`config.mk`:
```
export PLATFORM = sky130hd
export DESIGN_NAME = ram_loader
export DESIGN_NICKNAME = d
export VERILOG_FILES = /design/src/rtl/ram_loader.sv
export SDC_FILE = /design/constraint.sdc
export NUM_CORES = 1
export LEC_CHECK = 0
export CAP_MARGIN = 20
export CELL_PAD_IN_SITES_DETAIL_PLACEMENT = 0
export CELL_PAD_IN_SITES_GLOBAL_PLACEMENT = 2
export CORE_UTILIZATION = 29
export DETAILED_ROUTE_END_ITERATION = 10
export PLACE_DENSITY_LB_ADDON = 0.15
export SYNTH_ARGS = -nofsm -noshare
export SYNTH_HDL_FRONTEND = slang
export SYNTH_SLANG_ARGS = --single-unit
```
`constraint.sdc`:
```
create_clock -name clk -period 2.1 [get_ports clk]
set_input_delay 0.315 -clock clk [delete_from_list [all_inputs] [get_ports clk]]
set_output_delay 0.315 -clock clk [all_outputs]
set_load 0.1 [all_outputs]
```
`src/rtl/ram_loader.sv`:
```
// Program loader: writes a valid/ready byte stream into consecutive RAM addresses from 0,
// driving the RAM's manual address/data, program-mode, MAR load and write-enable lines.
module ram_loader #(
   parameter int unsigned ADDR_WIDTH = 4,
   parameter int unsigned DATA_WIDTH = 8,
   parameter int unsigned WE_CYCLES  = 2
) (
   input  logic                  clk,
   input  logic                  clear_n,
   input  logic                  start,
   input  logic [ADDR_WIDTH:0]   num_bytes,
   input  logic                  abort,
   input  logic [DATA_WIDTH-1:0] in_data,
   input  logic                  in_valid,
   output logic                  in_ready,
   output logic [ADDR_WIDTH-1:0] ram_addr,
   output logic [DATA_WIDTH-1:0] ram_data,
   output logic                  ram_prog_mode,
   output logic                  ram_load_addr_n,
   output logic                  ram_we_n,
   output logic                  busy,
   output logic                  done,
   output logic [ADDR_WIDTH:0]   byte_count
);

   localparam int unsigned CntW = (WE_CYCLES > 1) ? $clog2(WE_CYCLES) : 1;
   localparam logic [CntW-1:0] WeLast = CntW'(WE_CYCLES - 1);
   localparam logic [ADDR_WIDTH:0] MaxCount = {1'b1, {ADDR_WIDTH{1'b0}}};

   // One-hot so every RAM strobe is a single flop bit.
   typedef enum logic [5:0] {
      StIdle     = 6'b000001,
      StWaitByte = 6'b000010,
      StSetup    = 6'b000100,
      StWrite    = 6'b001000,
      StHold     = 6'b010000,
      StDone     = 6'b100000
   } state_e;

   state_e                state_q, state_d;
   logic [ADDR_WIDTH-1:0] addr_q, addr_d;
   logic [DATA_WIDTH-1:0] data_q, data_d;
   logic [ADDR_WIDTH:0]   count_q, count_d;
   logic [ADDR_WIDTH:0]   target_q, target_d;
   logic [CntW-1:0]       we_cnt_q, we_cnt_d;
   logic                  abort_q, abort_d;
   logic [ADDR_WIDTH:0]   target_clamp;

   assign target_clamp = (num_bytes > MaxCount) ? MaxCount : num_bytes;

   always_comb begin
      state_d  = state_q;
      addr_d   = addr_q;
      data_d   = data_q;
      count_d  = count_q;
      target_d = target_q;
      we_cnt_d = we_cnt_q;
      abort_d  = abort_q;

      unique case (state_q)
         StIdle: begin
            if (start && !abort) begin
               count_d  = '0;
               addr_d   = '0;
               target_d = target_clamp;
               abort_d  = 1'b0;
               state_d  = (target_clamp == '0) ? StDone : StWaitByte;
            end
         end
         StWaitByte: begin
            if (abort) begin
               state_d = StIdle;
            end else if (in_valid) begin
               data_d  = in_data;
               state_d = StSetup;
            end
         end
         StSetup: begin
            if (abort) begin
               state_d = StIdle;
            end else begin
               we_cnt_d = WeLast;
               state_d  = StWrite;
            end
         end
         StWrite: begin
            // An abort here only takes effect once the write pulse has finished.
            if (abort) begin
               abort_d = 1'b1;
            end
            if (we_cnt_q == '0) begin
               state_d = StHold;
            end else begin
               we_cnt_d = we_cnt_q - 1'b1;
            end
         end
         StHold: begin
            count_d = count_q + 1'b1;
            abort_d = 1'b0;
            if (abort || abort_q) begin
               state_d = StIdle;
            end else if (count_d == target_q) begin
               addr_d  = '0;
               state_d = StDone;
            end else begin
               addr_d  = addr_q + 1'b1;
               state_d = StWaitByte;
            end
         end
         StDone: begin
            addr_d  = '0;
            state_d = StIdle;
         end
         default: begin
            state_d = StIdle;
         end
      endcase
   end

   // Async clear drops the state straight to idle, releasing ram_we_n without a clock edge.
   always_ff @(posedge clk or negedge clear_n) begin
      if (!clear_n) begin
         state_q  <= StIdle;
         addr_q   <= '0;
         data_q   <= '0;
         count_q  <= '0;
         target_q <= '0;
         we_cnt_q <= '0;
         abort_q  <= 1'b0;
      end else begin
         state_q  <= state_d;
         addr_q   <= addr_d;
         data_q   <= data_d;
         count_q  <= count_d;
         target_q <= target_d;
         we_cnt_q <= we_cnt_d;
         abort_q  <= abort_d;
      end
   end

   always_comb begin
      in_ready        = (state_q == StWaitByte);
      ram_prog_mode   = (state_q == StIdle) || (state_q == StDone);
      ram_load_addr_n = (state_q != StSetup);
      ram_we_n        = (state_q != StWrite);
      busy            = (state_q != StIdle);
      done            = (state_q == StDone);
   end

   assign ram_addr   = addr_q;
   assign ram_data   = data_q;
   assign byte_count = count_q;

endmodule

```
==> After elaboration in Yosys (flattened, before gate mapping) <==
Index checks and enable logic that the tools add are counted.
{ "totals": {"ram_bits": 0, "out_inout_bits": 23, "rom_bits": 0, "elab_cells": 66, "n_memories": 0, "regBits": 30, "latch_bits": 0, "input_bits": 18} }
{ "op_classes": {"n_eq_ne": 16, "div_mod_pow": 0, "mul": 0, "reduce_logical": 16, "magnitude_cmp": 1, "add_sub_neg": 3, "n_bitwise": 1, "shifts": 0, "n_mux": 22} }
{ "ops": {"columns": ["cell", "count"], "rows": [
  ["6-bit two-way mux", 7],
  ["6-bit case mux with 5 select lines", 1],
  ["4-bit two-way mux", 4],
  ["4-bit case mux with 3 select lines", 1],
  ["3-bit AND reduction", 4],
  ["5-bit two-way mux", 2],
  ["2-bit inequality test (second input constant)", 5],
  ["5-bit case mux with 2 select lines", 1],
  ["6-bit by 1-bit equality test with 1-bit output (second input constant)", 1],
  ["6-bit by 2-bit equality test with 1-bit output (second input constant)", 1],
  ["6-bit by 3-bit equality test with 1-bit output (second input constant)", 1],
  ["6-bit by 4-bit equality test with 1-bit output (second input constant)", 1],
  ["6-bit by 5-bit equality test with 1-bit output (second input constant)", 1],
  ["6-bit equality test (second input constant)", 1],
  ["6-bit by 1-bit inequality test with 1-bit output (second input constant)", 1],
  ["6-bit by 3-bit inequality test with 1-bit output (second input constant)", 1],
  ["6-bit by 4-bit inequality test with 1-bit output (second input constant)", 1],
  ["2-bit AND reduction", 3],
  ["3-bit nonzero test", 2],
  ["5-bit by 1-bit adder with 5-bit output (second input constant)", 1],
  ["5-bit equality test", 1],
  ["5-bit greater-than comparator (second input constant)", 1],
  ["5-bit zero test", 1],
  ["4-bit by 1-bit adder with 4-bit output (second input constant)", 1],
  ["10 further kinds", 15]
]} }

==> Depth between registers and ports, before layout <==
Gate-level depths: netlist of the first run.
{ "logic_depth": {"ltp_word": 6, "ltp_mapped": 7} }

==> Least setup slack after synthesis of the first run <==
Ideal clock, no wire load.
{ "synth_timing": {"path_kind": "reg-to-output", "from": "register state_q[4]", "to": "output ram_prog_mode", "arrival_ps": 2345, "t_required_ps": 1785, "stages_incl_launch_ff": 6, "path_buffers": 1, "slack_ps": -560, "path_cell_list": "dfrtp_1 buf_2 nor4_1 and2_1 inv_1 nand2_1"} }
{ "synth_between": {"elab_chain_cells": 2, "word_cells_on_any_way": 3, "cone_classes": "2 x eq/ne; 1 x reduce/logical"} }
{ "synth_lines": {"columns": ["element", "line", "source"], "rows": [
  ["start, declared", "40", "state_e state_q, state_d;"],
  ["start signal, assigned", "123", "state_q <= StIdle;"],
  ["start signal, assigned", "131", "state_q <= state_d;"],
  ["6-bit by 1-bit equality test with 1-bit output / 6-bit equality test (equally long branches)", "143", "ram_prog_mode = (state_q == StIdle) || (state_q == StDone);"],
  ["1-bit logical OR *", "143", null],
  ["end, declared", "18", "output logic ram_prog_mode,"]
]} }
Every way passes the cells marked *; elsewhere a longest branch is shown, timed or not.

==> Worst setup path in the final report of the first run <==
{ "layout_timing": {"from": "register state_q[0]", "to": "output ram_we_n"} }
{ "layout_between": {"elab_chain_cells": 1} }
{ "layout_lines": {"columns": ["element", "line", "source"], "rows": [
  ["6-bit by 4-bit inequality test with 1-bit output", "145", "ram_we_n = (state_q != StWrite);"],
  ["end, declared", "20", "output logic ram_we_n,"]
]} }
No other way between the ends.

==> results.md, run 1 <==
Synthesis:
- The synthesized area is 1544 sq um.
- Summed over all instances, the cell type with the most area after synthesis is dfrtp_1.
- The area share of the largest cell type after synthesis is 0.4700.
- The net count after synthesis is 173.
- The post-synthesis cell count is 153.
- The post-synthesis sequential area ratio is 0.4870.
- Each instance of the synthesized netlist takes up on average 10.09 sq um.
- In this run, distinct cell masters in the synthesized netlist total 42.
- The number of flops mapped to enable cells by yosys is 0.
- The most common cell in the netlist is dfrtp_1.
- The commonest cells after synthesis are dfrtp_1 (29), nand2_1 (16), o21ai_0 (12).
- In the synthesized netlist the async set-or-reset flop fraction comes to 1.000.
- After synthesis the netlist holds a flip-flop and latch count of 30.
- The total number of yosys warnings is 0.
- In the post-synthesis netlist, the biggest area contributors are dfrtp_1 (47%), mux2_2 (6.6%), o21ai_0 (3.9%).
- The dominant synthesized flop cell is dfrtp_1.

Drt:
- The post-detailed-route DRC marker count is 0.
- In this run, the number of DRC markers left after iteration 0 of detailed routing was 64.
- The final layout contains routed wiring with a total length of 3.772 mm.
- Summing over every cut layer, the via total after detailed routing is 1348.
- The detail route stage leaves a number of antenna-violating nets equal to 0.
- The via density per instance is 4.697.
- The wire length per cell is 13.14 microns.
- The detailed-routing iteration count for the pre-antenna-repair pass is 4.

Finish:
- The number of diodes is 0.
- In the final design database the tool counted 236 nets.
- Relative to the synthesized area, the layout overhead comes to 52.67%.
- The share of cells above drive strength 1 is 0.3733.
- The filler cell count is 511.
- The share of the core filled with cells in the final layout is 0.4615.
- The final instance count without filler cells is 287.

STA:
- The setup slack of the critical path after layout is -0.01994 ns.
- The worst path in the final design needs a cycle of 2.120 ns, including I/O delays and setup.
- The total count of hold-check failures in the final report was 0.
- The worst clock skew on the final layout is 0.006348 ns.
- The final period utilization is 1.009.
- The slew at the pin closest to its max-slew limit is 0.4344 ns.
- Measured against its own limit, the worst slew margin works out to 0.7104.
- The count of endpoints failing setup in the final report is 2.
- Setup repair after global routing could not meet its margin everywhere.
- The final setup TNS is -0.03087 ns.
- The highest achievable clock rate is 471.7 MHz.
- The max-slew violation total from the final report is 0.

Setup path:
- The critical path is of the reg2out type.
- The kind of end point of the critical path is an output port.
- STA puts the critical path data arrival time at 1.80 ns.
- The critical path data required time is 1.78 ns.
- STA classifies the critical path startpoint as a register.
- Of all nets on the critical path, the largest fanout is 7.

Power and ir drop:
- The analysis attributes to cell leakage a power of 1.090 nW.
- The maximum ir drop on the vdd rail is 775.7 uV.
- The design draws 0.003164 W.
- In this run the power density over the cells is 1342 nW/um^2.

Die:
- Measured along the x axis, the die boundary spans 74.97 microns.
- The starting density of the core is 0.3023.
- The floorplan step defined a core boundary enclosing 5107 sq um.
- The die covers 5620 sq um.
- The initialized floorplan defines 26 standard-cell rows.
- During I/O placement, the number of pins put on the boundary was 41.
- The die boundary height is 74.97 microns.

Global routing:
- The maximum number of pins on one net before global-route repair is 31.
- The overall track demand over capacity in global routing is 0.1530.
- The global-route wire length before repair is 6.251 mm.
- Summed over all layers, the global routing overflow is 0.
- The initial antenna violation count is 0.
- The number of global-route vias before repair is 1384.

Clock tree:
- After clock tree synthesis, the flow added hold-fix buffers numbering 0.
- The latest clock arrival within the worst-skew pair is 0.28 ns.
- The number of buffers created by CTS is 5.
- The cell at the root of the clock tree is clkbuf_8.
- The tree built by TritonCTS fans out to 30 sinks.
- TritonCTS built the clock tree.
- Counting along the longest clock path gives a buffer depth of 2.
- The level count of the clock H-tree is 2.
- After clock tree synthesis, the clock-pin slew on the worst setup and hold paths is 0.07 ns.

Worst hold path:
- The worst hold path belongs to the class in2async.

Placement:
- The global placement routability congestion is 0.8743.
- The port buffer count is 40.
- The sum of net half-perimeters after detailed placement is 2.697 mm.
- In this run, placement finished with an instance count of 269.

Status:
- The run finished, with violations left.
- The final reports fail on setup timing.

Flow run:
- The total of max-cap violations is 0.
==> power by group <==
group          internal (W)  switching (W)  total, W
Sequential         0.000732      0.0000997  0.000832
Clock              0.000349       0.000221  0.000570
Combinational      0.000641        0.00112   0.00176
Total               0.00172        0.00144   0.00316
==> path summary, 6_finish.rpt <==
path | startpoint | cells after the start | slack [ns] | endpoint
hold / removal | clear_n | 2 | 0.43 | state_q[4]
setup reg to reg | state_q[0] | 6 | 0.04 | state_q[1]
max in group asynchronous | clear_n | 2 | 1.35 | state_q[0]
setup / recovery | state_q[0] | 3 | -0.02 | ram_we_n
min in group clk | we_cnt_q | 1 | 0.45 | state_q[4]
hold reg to reg | we_cnt_q | 1 | 0.45 | state_q[4]
==> layer usage <==
metal | part of all wire | wire length [microns] | GRT usage | vias up
li1 | - | - | - | 664
met1 | 0.44 | 1662 | 0.1904 | 647
met2 | 0.50 | 1896 | 0.2432 | 31
met3 | 0.041 | 154 | 0.04150 | 6
met4 | 0.015 | 58 | 0.07966 | 0
met5 | 0 | 0 | 0 | -
==> registers in the layout (all words and copies together) (netlist names) <==
register and cells:
abort_q 1, state_q 6, byte_count 5, we_cnt_q 1
target_q 5, ram_data 8, ram_addr 4
==> cell usage in the layout (no fill, tap or decap), types with 3 or more instances in the layout <==
cell type	count
buf_12	6
dfrtp_2	3
nand2b_1	6
clkdlybuf4s50_1	17
clkbuf_8	5
nand3b_1	3
mux2_2	9
inv_1	5
xnor2_1	5
nor2_1	11
a21oi_1	4
o22ai_1	4
o21ai_0	12
nand3_1	3
nand2_1	14
buf_4	37
xor2_1	5
dfrtp_1	26
==> kinds of logic (layout without fill, tap and decap cells) <==
| kind of cell | count (synthesis) | after routing | share of synthesized area |
|---|---|---|---|
| muxes | 9 | 9 | 0.06564 |
| adders and majority gates | 2 | 2 | 0.01620 |
| AOI/OAI and AO/OA | 30 | 30 | 0.1216 |
| xor gates and xnor gates | 11 | 11 | 0.07131 |
| DFF | 30 | 30 | 0.4870 |
| buffers and inverters | 13 | 77 | 0.03241 |
| and+or+nand+nor | 58 | 58 | 0.2058 |
==> timing repair <==
| item | 4_1_cts | 5_1_grt |
|---|---|---|
| pin swaps | 5 | 2 |
| hold endpoints to repair | 0 | 0 |
| gates resized for setup | 3 | 7 |
| setup endpoints to repair | 4 | 11 |
| setup buffers | 7 | 3 |
==> area by class of cell <==
class	count	area [sq um]	share of cell area
clock inverter	3	40.04	0.01699
sequential	30	755.7	0.3206
inverter	8	33.78	0.01433
tap	70	87.58	0.03716
multi-input combinational	110	792.0	0.3360
timing repair buffer	61	579.3	0.2458
clock buffer	5	68.82	0.02919
==> through the flow <==
step / worst slack (ns) / instance area, sq um / hold WS (ns)
6_report: -0.01994 / 2357 / 0.4297
5_1_grt: -0.08651 / 2357 / 0.4530
4_1_cts: -0.04353 / 2315 / 0.4479
3_5_place_dp: 0.1159 / 2143 / 0.4431
3_3_place_gp: 0.1301 / 2143 / 0.4444
2_1_floorplan: -0.1588 / 1589 / 0.01941
==> worst max-delay path, cell delays in order, from the launching register on <==
cell     delay, ns
dfstp_2       0.40
or4_4         0.52
or3b_4        0.42
buf_12        0.18
(Power assumes the default switching activity.)
==> run 2, diff against run 1 <==
CELL_PAD_IN_SITES_DETAIL_PLACEMENT = default   (was 0)
CELL_PAD_IN_SITES_GLOBAL_PLACEMENT = default   (was 2)
CORE_UTILIZATION = 42   (was 29)
==> run 2 against run 1 <==
Against the previous run: the run still ends with setup timing left; clock skew decreased by 0.0035 ns; combinational power about the same; flip-flop and latch count unchanged; routed wire length decreased by 4.0%; first-iteration DRC count decreased by 22%; non-clock buffer count decreased by 3; die area decreased by 30%; clock power decreased by 35%; critical endpoint is now ram_load_addr_n.
==> results.md, run 2 (same netlist as run 1, synthesis figures left out) <==
Status:
- The flow ran to the end, but the final reports show violations.
- The final reports fail on setup timing.

Power and ir drop:
- The overall power consumption is 0.002925 W.
- The analysis attributes to net switching a power of 0.001428 W.
- The share of total power dissipated in sequential elements is 0.281.
- The switching share of power is 0.4882.
- The clock share of power is 0.127.
- The share of power burned in combinational logic is 0.592.
- The internal portion of total power is 0.001497 W.
- The maximum ir drop on the vdd rail is 991.7 uV.
- In this run the static leakage power is 1.057 nW.
- The cell area power density is 1297 nW/um^2.

Die:
- The initial utilization of the core area, before any placement, comes to 0.4520.
- The floorplan step defined a core boundary enclosing 3416 sq um.
- From bottom edge to top edge, the die measures 62.63 microns.
- In this run the core area contains 21 standard-cell rows.
- In this run the horizontal extent of the chip is 62.63 microns.
- The die covers 3923 sq um.
- 41 I/O pins were placed.

Drt:
- The detailed router's first-iteration violation count is 50.
- The wire length per cell is 13.93 microns.
- The total via count in the routed design is 1358.
- The count of nets left with antenna violations once routing finished came out at 0.
- In the routed design, unresolved DRC markers number 0.
- The via density per instance is 5.223.
- The first TritonRoute pass finished after 4 iterations.
- The routed wire length is 3.622 mm.

STA:
- Setup violations remaining at the end of the flow were counted as 4.
- The max-slew violation total from the final report is 0.
- The relative slew slack is 0.7057.
- The final period utilization is 1.028.
- The total count of hold-check failures in the final report was 0.
- For this run, the top clock speed supported by timing is 463.4 MHz.
- Subtracting the final worst setup slack from the clock period gives 2.158 ns.
- The setup slack of the critical path after layout is -0.05818 ns.
- Setup repair after global routing could not meet its margin everywhere.
- The worst clock skew on the final layout is 0.002867 ns.
- For the pin with the worst max-slew slack, the measured transition is 0.4414 ns.
- The worst hold slack is 0.3499 ns.
- After routing, the total negative slack on setup checks comes to -0.1453 ns.

Clock tree:
- The number of sinks handled by clock tree synthesis is 30.
- Buffers inserted to repair hold after CTS numbered 0.
- The clock tree from TritonCTS is built.
- The latest clock arrival within the worst-skew pair is 0.34 ns.
- Clock-pin slew was measured on the worst setup and hold paths at 0.10 ns.
- In this run, CTS created clock tree buffers numbering 5.
- In this run the number of H-tree levels came out at 2.
- The buffer levels on the longest clock path is 2.
- The cell at the root of the clock tree is clkbuf_4.

Setup path:
- The setup path with the least slack is of type reg2out.
- STA puts the critical path data required time at 1.78 ns.
- Data arrives at the worst endpoint at 1.84 ns.
- The largest stage delay on the critical path is 0.53 ns.
- The worst-path maximum fanout is 2.
- Traced cell by cell, the critical path runs through or4_4 -> or3b_4 -> buf_12.
- The worst setup path is captured at an output port.
- The nature of the critical path startpoint is a register.
- For this design, the slowest cell found on the critical path is or4_4.

Global routing:
- For this run, the total global-route usage over all layers was measured as 0.2090.
- The initial antenna violation count was 0.
- The number of global-route vias before repair is 1424.
- For this run the aggregate overflow at the end of global routing stands at 0.
- The maximum number of pins on one net before global-route repair is 31.
- The first global-routing pass estimated 6.292 mm of wire.

Finish:
- For this run, the post-layout net count is 233.
- Across the whole layout, storage elements account for 755.7 sq um.
- Once layout is complete, the cells apart from fillers number 260.
- In the final layout, the share of cells above drive strength 1 is 0.3551.
- The number of flip-flops under the largest register name is 8.
- Summing all multi-input logic gate instances after layout gives 787.0 sq um.
- The repair_antennas step left the layout with diodes totalling 0.
- The filler cell count is 283.
- The library cell used most frequently in the layout, excluding fill and tap cells, is buf_4.
- In the layout the commonest cells are buf_4 (34), dfrtp_1 (26), clkdlybuf4s50_1 (17).
- From synthesis to final layout, the design area changed by 46.03%.

Flow run:
- The total of max-cap violations is 0.

Placement:
- Routability-driven placement finished with a final weighted congestion of 0.9081.
- The sum of net half-perimeters after detailed placement is 2.581 mm.
- The total instance count after detailed placement is 244.
- Port buffering added 40 buffers.

Worst hold path:
- The class of the most critical hold timing path is in2async.
==> run 2: stage by stage <==
| stage | area (sq um) | util | setup slack [ns] |
|---|---|---|---|
| after detailed placement | 2106 | 0.6165 | 0.1226 |
| after global routing | 2255 | 0.6601 | -0.09649 |
| after CTS | 2247 | 0.6579 | -0.1069 |
| final | 2255 | 0.6601 | -0.05818 |
| after floorplan | 1589 | - | -0.1588 |
| after global placement | 2106 | 0.6165 | 0.1498 |
==> run 2: cell type report <==
cell class | instances | share of cell area
Sequential cell | 30 | 0.3352
Multi-Input combinational cell | 110 | 0.3491
Timing Repair Buffer | 58 | 0.2469
Tap cell | 46 | 0.02553
Clock buffer | 6 | 0.02275
Inverter | 8 | 0.01498
Clock inverter | 2 | 0.005549
==> run 2: final timing paths <==
path,cells past startpoint,start,end,slack (ns)
hold reg to reg,1,we_cnt_q,state_q[4],0.46
min in group clk,1,we_cnt_q,state_q[4],0.46
hold / removal,2,clear_n,ram_addr[0],0.35
max in group asynchronous,2,clear_n,state_q[0],1.43
setup / recovery,3,state_q[0],ram_load_addr_n,-0.06
setup reg to reg,9,state_q[4],state_q[1],0
==> run 2: timing repair <==
action / in CTS / in global routing
gates cloned: 0 / 0
endpoints found under the setup margin: 5 / 8
buffers inserted: 8 / 0
gates resized for setup: 6 / 2
pin swaps: 6 / 3
==> run 2: metal layers <==
layer  GRT usage  share of wire  vias up
met3     0.05292          0.059        4
met5           0              0        -
met4      0.1134         0.0058        0
met1      0.2402           0.43      641
li1            -              -      661
met2      0.3546           0.50       52
==> run 2: worst max-delay path, delay by kind of cell, from the launching register on <==
family                 cells  cell delay (ns)
DFF                        1             0.39
and+or+nand+nor            2             0.94
buffers and inverters      1             0.18
==> run 2: power groups by stage <==
stage	clock (W)	sequential, W	combinational [W]
6_report	0.000372	0.000822	0.00173
4_1_cts	0.000394	0.000821	0.00171
3_3_place_gp	0	0.000831	0.00160
5_1_grt	0.000404	0.000842	0.00181
3_5_place_dp	0	0.000839	0.00162
2_1_floorplan	0	0.00136	0.000665
